===== config.mk =====
export PLATFORM = sky130hd
export DESIGN_NAME = irq_arbiter
export DESIGN_NICKNAME = d
export VERILOG_FILES = /design/src/rtl/irq_arbiter_pkg.sv /design/src/rtl/irq_arbiter_edge_sync.sv /design/src/rtl/irq_arbiter.sv
export SDC_FILE = /design/constraint.sdc
export NUM_CORES = 1
export LEC_CHECK = 0
export CAP_MARGIN = 20
export CORE_MARGIN = 3
export CORE_UTILIZATION = 59
export DETAILED_ROUTE_END_ITERATION = 6
export PLACE_DENSITY_LB_ADDON = 0.05
export REMOVE_ABC_BUFFERS = 1
export SLEW_MARGIN = 20
export SYNTH_ARGS = -nofsm -noshare
export SYNTH_HDL_FRONTEND = slang
export SYNTH_HIERARCHICAL = 1
export SYNTH_SLANG_ARGS = --single-unit

===== constraint.sdc =====
create_clock -name clk -period 2.86 [get_ports clk]
set_input_delay 0.572 -clock clk [delete_from_list [all_inputs] [get_ports clk]]
set_output_delay 0.572 -clock clk [all_outputs]
set_load 0.05 [all_outputs]

===== src/rtl/irq_arbiter_pkg.sv =====
// Shared constants, register map, FSM states and priority encoder for irq_arbiter.
package irq_arbiter_pkg;

  localparam int unsigned IRQ_N_DEFAULT = 8;
  localparam int unsigned VEC_W         = 3;

  typedef enum logic [1:0] {
    REG_MASK = 2'd0,
    REG_MODE = 2'd1,
    REG_POL  = 2'd2,
    REG_PEND = 2'd3
  } reg_addr_e;

  typedef enum logic [1:0] {
    ST_IDLE = 2'd0,
    ST_REQ  = 2'd1,
    ST_SVC  = 2'd2
  } state_e;

  // Lowest set index wins; scanning downward lets the lowest index overwrite last.
  function automatic logic [VEC_W-1:0] prio_enc(input logic [7:0] c);
    logic [VEC_W-1:0] v;
    v = '0;
    for (int unsigned i = 0; i < 8; i++) begin
      if (c[7-i]) v = VEC_W'(7 - i);
    end
    return v;
  endfunction

endpackage


===== src/rtl/irq_arbiter_edge_sync.sv =====
// Three-flop synchronizer for one interrupt line with polarity/mode hit detection.
module edge_sync (
  input  logic clk,
  input  logic rst_n,
  input  logic i_src,
  input  logic i_mode,
  input  logic i_pol,
  output logic o_hit
);

  logic r_s0, r_s1, r_s2;

  // Flops reset high so an idle, pulled-up line produces no spurious edge.
  always_ff @(posedge clk or negedge rst_n) begin
    if (!rst_n) begin
      r_s0 <= 1'b1;
      r_s1 <= 1'b1;
      r_s2 <= 1'b1;
    end else begin
      r_s0 <= i_src;
      r_s1 <= r_s0;
      r_s2 <= r_s1;
    end
  end

  always_comb begin
    if (i_mode) o_hit = i_pol ? r_s1 : ~r_s1;
    else        o_hit = i_pol ? (r_s1 & ~r_s2) : (~r_s1 & r_s2);
  end

endmodule


===== src/rtl/irq_arbiter.sv =====
// Eight-source interrupt controller: pending/mask registers, priority encoder and ack/eoi FSM.
module irq_arbiter
  import irq_arbiter_pkg::*;
#(
  parameter int unsigned N = IRQ_N_DEFAULT
) (
  input  logic         clk,
  input  logic         rst_n,
  input  logic [N-1:0] src,
  input  logic         we,
  input  logic [1:0]   addr,
  input  logic [N-1:0] wdata,
  output logic [N-1:0] rdata,
  output logic         irq_n,
  output logic [2:0]   vec,
  input  logic         ack,
  input  logic         eoi
);

  logic [N-1:0] r_mask, r_mode, r_pol, r_pend;
  logic [N-1:0] w_hit, w_cand, w_w1c, w_ack_clr, w_pend_nxt;
  logic [7:0]   w_cand8;
  logic [2:0]   w_top;
  logic         w_ack_req;
  logic         w_wr_mask, w_wr_mode, w_wr_pol, w_wr_pend;

  state_e       r_state;
  logic         r_irq_n;
  logic [2:0]   r_vec;

  for (genvar g = 0; g < N; g++) begin : g_sync
    edge_sync u_sync (
      .clk    (clk),
      .rst_n  (rst_n),
      .i_src  (src[g]),
      .i_mode (r_mode[g]),
      .i_pol  (r_pol[g]),
      .o_hit  (w_hit[g])
    );
  end

  always_comb begin
    w_wr_mask = we && (addr == REG_MASK);
    w_wr_mode = we && (addr == REG_MODE);
    w_wr_pol  = we && (addr == REG_POL);
    w_wr_pend = we && (addr == REG_PEND);
    w_ack_req = ack && (r_state == ST_REQ);
    w_cand    = r_pend & r_mask;
    w_cand8   = '0;
    w_cand8[N-1:0] = w_cand;
    w_top     = prio_enc(w_cand8);
    w_w1c     = w_wr_pend ? wdata : '0;
  end

  // Edge-mode bits: set wins over ack/W1C clear; level-mode bits just mirror the hit.
  always_comb begin
    w_ack_clr  = '0;
    w_pend_nxt = '0;
    for (int unsigned i = 0; i < N; i++) begin
      w_ack_clr[i]  = w_ack_req && (r_vec == 3'(i));
      w_pend_nxt[i] = r_mode[i] ? w_hit[i]
                    : (w_hit[i] | (r_pend[i] & ~(w_w1c[i] | w_ack_clr[i])));
    end
  end

  always_comb begin
    case (addr)
      REG_MASK: rdata = r_mask;
      REG_MODE: rdata = r_mode;
      REG_POL:  rdata = r_pol;
      default:  rdata = r_pend;
    endcase
  end

  always_ff @(posedge clk or negedge rst_n) begin
    if (!rst_n) begin
      r_mask <= '0;
      r_mode <= '0;
      r_pol  <= '0;
      r_pend <= '0;
    end else begin
      if (w_wr_mask) r_mask <= wdata;
      if (w_wr_mode) r_mode <= wdata;
      if (w_wr_pol)  r_pol  <= wdata;
      r_pend <= w_pend_nxt;
    end
  end

  always_ff @(posedge clk or negedge rst_n) begin
    if (!rst_n) begin
      r_state <= ST_IDLE;
      r_irq_n <= 1'b1;
      r_vec   <= '0;
    end else begin
      case (r_state)
        ST_IDLE: begin
          if (|w_cand) begin
            r_state <= ST_REQ;
            r_irq_n <= 1'b0;
            r_vec   <= w_top;
          end
        end
        ST_REQ: begin
          if (ack) begin
            r_state <= ST_SVC;
            r_irq_n <= 1'b1;
          end else if (~|w_cand) begin
            r_state <= ST_IDLE;
            r_irq_n <= 1'b1;
          end else begin
            r_vec <= w_top;
          end
        end
        ST_SVC: begin
          if (eoi) r_state <= ST_IDLE;
        end
        default: begin
          r_state <= ST_IDLE;
          r_irq_n <= 1'b1;
        end
      endcase
    end
  end

  assign irq_n = r_irq_n;
  assign vec   = r_vec;

endmodule


Word level (Yosys, flattened, before mapping)

Cells that the tools add are included.

Output and inout port bits: 12
Input bits: 23
Word-level logic and storage cells: 188
Bits in registers: 62

Multiplexer cells: 54
Eq/ne operators: 16
Bitwise operators: 66
Reduce and logical (&&, ||, !) cells: 21

Operators with widths:

| cell                                                                   | count |
|---|---|
| 1-bit two-way mux                                                      | 35 |
| 3-bit two-way mux                                                      | 10 |
| 1-bit NOT                                                              | 25 |
| 1-bit bitwise AND                                                      | 24 |
| 8-bit case mux with 3 select lines                                     | 1 |
| 1-bit bitwise OR                                                       | 16 |
| 1-bit logical AND                                                      | 13 |
| 3-bit equality test (second input constant)                            | 4 |
| 8-bit bitwise AND                                                      | 1 |
| 2-bit two-way mux                                                      | 4 |
| 8-bit two-way mux                                                      | 1 |
| 8-bit OR reduction                                                     | 1 |
| 2-bit equality test (second input constant)                            | 3 |
| 3-bit by 2-bit equality test with 1-bit output (second input constant) | 2 |
| 2-bit != test (second input constant)                                  | 3 |
| 2-bit case mux with 3 select lines                                     | 1 |
| 3-bit case mux with 2 select lines                                     | 1 |
| 3-bit AND reduction                                                    | 2 |
| 2-bit by 1-bit equality test with 1-bit output (second input constant) | 2 |
| 2-bit zero test                                                        | 2 |
| 3-bit by 1-bit equality test with 1-bit output (second input constant) | 1 |
| 3-bit zero test                                                        | 1 |
| 3-bit != test (second input constant)                                  | 1 |
| 1-bit case mux with 3 select lines                                     | 1 |
| 2 further kinds                                                        | 2 |

Logic depth before layout (Yosys ltp)

Word-level depth: 12
Gate-level depth with buffers: 4

By module

The synthesis kept the hierarchy.

By module, submodules not included:

| module      | area each (µm²) | seq. area each (µm²) | instances | cells each |
|---|---|---|---|---|
| irq_arbiter | 1,911.8         | 952.2                | 1         | 143 |
| edge_sync   | 102.6           | 78.8                 | 8         | 7 |

Least setup slack after synthesis

No wires, ideal clock.

Kind: input to output
Start point: input port addr[1]
End point: output port rdata[0]
Arrival time: 1.510 ns
Stages: 2
Setup slack: 0.778 ns
Cells stage by stage: clkbuf_8 mux4_1

Word-level cells in the longest chain between the ends: 2
Elaborated cells on any way between the ends: 4

Ends and longest elaborated chain:

| item                                              | RTL line          | text |
|---|---|---|
| from (decl)                                       | irq_arbiter.sv:11 | `input logic [1:0] addr,` |
| 2-bit equality test, or another cell as far along | irq_arbiter.sv:67 | `case (addr)` |
| 8-bit case mux with 3 select lines *              | irq_arbiter.sv:67 |  |
| to (decl)                                         | irq_arbiter.sv:13 | `output logic [N-1:0] rdata,` |

Mark *: on every way between the ends. The rest lies on a longest branch, timed or not.

Worst setup path in the final report

Start point: input port addr[0]
End point: output port rdata[2]

Same word-level chain as after synthesis.

==> results.sh <==
export IMPL_outcome="completed"
export IMPL_htreeDepth=3
export IMPL_p_leak_nw=1.44
export IMPL_ff_latch_area_um2=1580
export IMPL_drv_slew=0
export IMPL_ys_top_cells_by_area="dfrtp_1 (34%), dfstp_2 (24%), mux2_2 (9.9%)"
export IMPL_grt_use_total_pct=23.1
export IMPL_use_met2_pct=37.0
export IMPL_end_kind="primary output"
export IMPL_drt_total_wl_um=5540
export IMPL_worst_pin_slew_ps=680
export IMPL_clock_skew_ps=6.56
export IMPL_maxSlewHeadroom_pct=54.7
export IMPL_grt_antenna_before_repair=0
export IMPL_die_y_um=74.1
export IMPL_cts_resized_gates=0
export IMPL_report_final_hold_viol_count=0
export IMPL_vias=1842
export IMPL_grt_overflow_total=0
export IMPL_yosys_area_top_type="dfrtp_1"
export IMPL_die_area_um2=5480
export IMPL_critPathBufInv=2
export IMPL_clock_root_buffer="clkbuf_8"
export IMPL_setup_viol=0
export IMPL_first_pass_iters=4
export IMPL_grtUsageMet3_pct=5.95
export IMPL_cts_max_path_buffers=2
export IMPL_placementRows=24
export IMPL_cts_hold_buf=0
export IMPL_die_w_um=74.1
export IMPL_crit_fanout=6
export IMPL_grt_max_degree=33
export IMPL_vdd_drop_max_mv=0.422
export IMPL_drive_above_1_share_pct=33.7
export IMPL_diodes=0
export IMPL_fin_total_pwr_w=0.00283
export IMPL_clkSlewWorstSetupHoldPaths_ps=70
export IMPL_worstHoldPathType="input pin to asynchronous set/reset pin"
export IMPL_num_io_pins=35
export IMPL_start_util_pct=61.9
export IMPL_tns_ps=0
export IMPL_ys_warn_count=6
export IMPL_path_delay_family="buffers and inverters"
export IMPL_viasPerCell=6.12
export IMPL_critPathRequiredTime_ps=2290
export IMPL_yosysSeqAreaShare_pct=57.9
export IMPL_place_gp_congestion=0.899
export IMPL_rsz0062_at_grt="false"
export IMPL_netlist_area_um2=2730
export IMPL_cts_made_buffers=9
export IMPL_max_freq_mhz=370
export IMPL_synthCells=199
export IMPL_grt_pass1_wl_um=9290
export IMPL_layout_commonest_cell="dfrtp_1"
export IMPL_crit_chain="clkdlybuf4s50_1 -> mux4_1 -> buf_4"
export IMPL_p_switching_w=0.000951
export IMPL_top_usage_layer="met2"
export IMPL_hpwl_um=3860
export IMPL_pwr_share_comb_pct=29.1
export IMPL_drt_iter0_markers=155
export IMPL_cp_arrival_ps=2130
export IMPL_synth_top_area_share_pct=33.9
export IMPL_wl_per_cell_um=18.4
export IMPL_core_area_um2=4410
export IMPL_portBuffers=34
export IMPL_use_met1_pct=29.2
export IMPL_maxCapViolCount=0
export IMPL_cts_tree="yes"
export IMPL_finalNetCount=267
export IMPL_p_int_w=0.00188
export IMPL_p_per_area_nw_per_um2=851
export IMPL_avgSynthCellArea_um2=13.7
export IMPL_synthToLayoutAreaGrowth_pct=21.8
export IMPL_fin_crit_sh_pct=94.5
export IMPL_slowest_delay_ps=730
export IMPL_crit_type="input pin to primary output"
export IMPL_period_minus_slack_ps=2700
export IMPL_p_sw_share_pct=33.6
export IMPL_route_detailed_drc=0
export IMPL_synth_distinct_cells=29
export IMPL_ys_ff_latch=62
export IMPL_post_cts_buffers=0
export IMPL_p_seq_share_pct=44.0
export IMPL_ant_nets=0
export IMPL_p_clk_share_pct=26.9
export IMPL_n_fill_cell=280
export IMPL_grt_pass1_vias=1969
export IMPL_multi_input_area_um2=1080
export IMPL_critPathSlowestCell="clkdlybuf4s50_1"
export IMPL_mostFrequentLayoutCells="dfrtp_1 (37), nand2_1 (29), dfstp_2 (25), clkdlybuf4s50_1 (25), mux2_2 (24)"
export IMPL_worstSetupStartpointType="input pin"
export IMPL_setup_ws_ps=158
export IMPL_dp_slack_ps=154
export IMPL_worstSkewPairLatency_ps=330
export IMPL_clock_sinks=62
## cell usage after synthesis
cell	number
nor2b_2	1
nand3b_1	1
nand3_1	2
inv_1	10
buf_2	1
dfstp_2	25
a21oi_1	3
mux2_2	24
o21ai_0	1
and4_1	1
mux4_1	8
dfrtp_1	37
nand3b_2	2
nor2b_1	10
clkbuf_8	2
nand2_1	29
nor3b_4	1
o32a_1	1
a22oi_1	3
o21a_1	1
o21bai_1	8
a22oi_2	2
a32o_1	3
nor2_1	4
o22ai_1	8
and3_2	1
a2bb2oi_1	1
mux2_4	1
a41o_1	8
## metrics by stage
step | instance area (µm²) | cells | util [%] | hold slack, ps
final | 3330 | 301 | 75.4 | 279
after global routing | 3330 | 301 | 75.4 | 318
after CTS | 3330 | 301 | 75.4 | 292
after detailed placement | 3130 | 285 | 70.9 | 347
after global placement | 3130 | 285 | 70.9 | 346
after floorplan | 2700 | 196 | - | 276
## kinds of logic after synthesis
logic type      after synthesis  synth area share [%]
mux                          33                  18.1
simple gates                 52                  9.89
compound gates               39                  11.5
buf+inv                      13                  2.56
flops                        62                  57.9
## registers in the layout, indices dropped and copies added, names as in the netlist
| signal | flops |
|---|---|
| g_sync.u_sync/r_s0 | 8 |
| g_sync.u_sync/r_s1 | 8 |
| g_sync.u_sync/r_s2 | 8 |
| irq_n | 1 |
| r_mask | 8 |
| r_mode | 8 |
| r_pend | 8 |
| r_pol | 8 |
| r_state | 2 |
| vec | 3 |
## worst register-to-register path, cell delays in order (launching register included)
cell,delay (ps)
dfrtp_1,410
a22oi_1,290
and4_1,290
nor2b_2,80
mux2_4,290
## power groups by stage
stage | Sequential, W | Clock [W] | Combinational (W)
final | 0.00125 | 0.000762 | 0.000824
after global routing | 0.00128 | 0.000827 | 0.000883
after CTS | 0.00124 | 0.000778 | 0.000828
after detailed placement | 0.00126 | 0 | 0.000822
after global placement | 0.00124 | 0 | 0.000800
after floorplan | 0.00130 | 0 | 0.000490
## worst paths after layout
kind	cells after the start	endpoint	start	slack (ps)
setup / recovery	3	rdata[2]	addr[0]	160
max in group asynchronous	2	g_sync[1].u_sync/r_s2$_DFF_PN1_	rst_n	1900
setup reg to reg	4	vec[0]$_DFFE_PN0P_	r_pend[6]$_DFF_PN0_	1380
min in group clk	0	g_sync[6].u_sync/r_s1$_DFF_PN1_	g_sync[6].u_sync/r_s0$_DFF_PN1_	360
hold / removal	1	r_pol[6]$_DFFE_PN0P_	rst_n	280
hold reg to reg	0	g_sync[6].u_sync/r_s1$_DFF_PN1_	g_sync[6].u_sync/r_s0$_DFF_PN1_	360
## final cells by class
type	instances	share of cell area (%)
Clock buffer	12	4.66
Clock inverter	4	1.35
Inverter	10	1.13
Multi-Input combinational cell	124	32.4
Sequential cell	62	47.6
Tap cell	52	1.95
Timing Repair Buffer	37	10.9
## routing by layer
metal	up-vias	share of wire, %
li1	832	-
met1	935	43
met2	64	49
met3	11	5.3
met4	0	2.0
met5	-	0
Note: power is estimated with default switching activity, not from simulation.
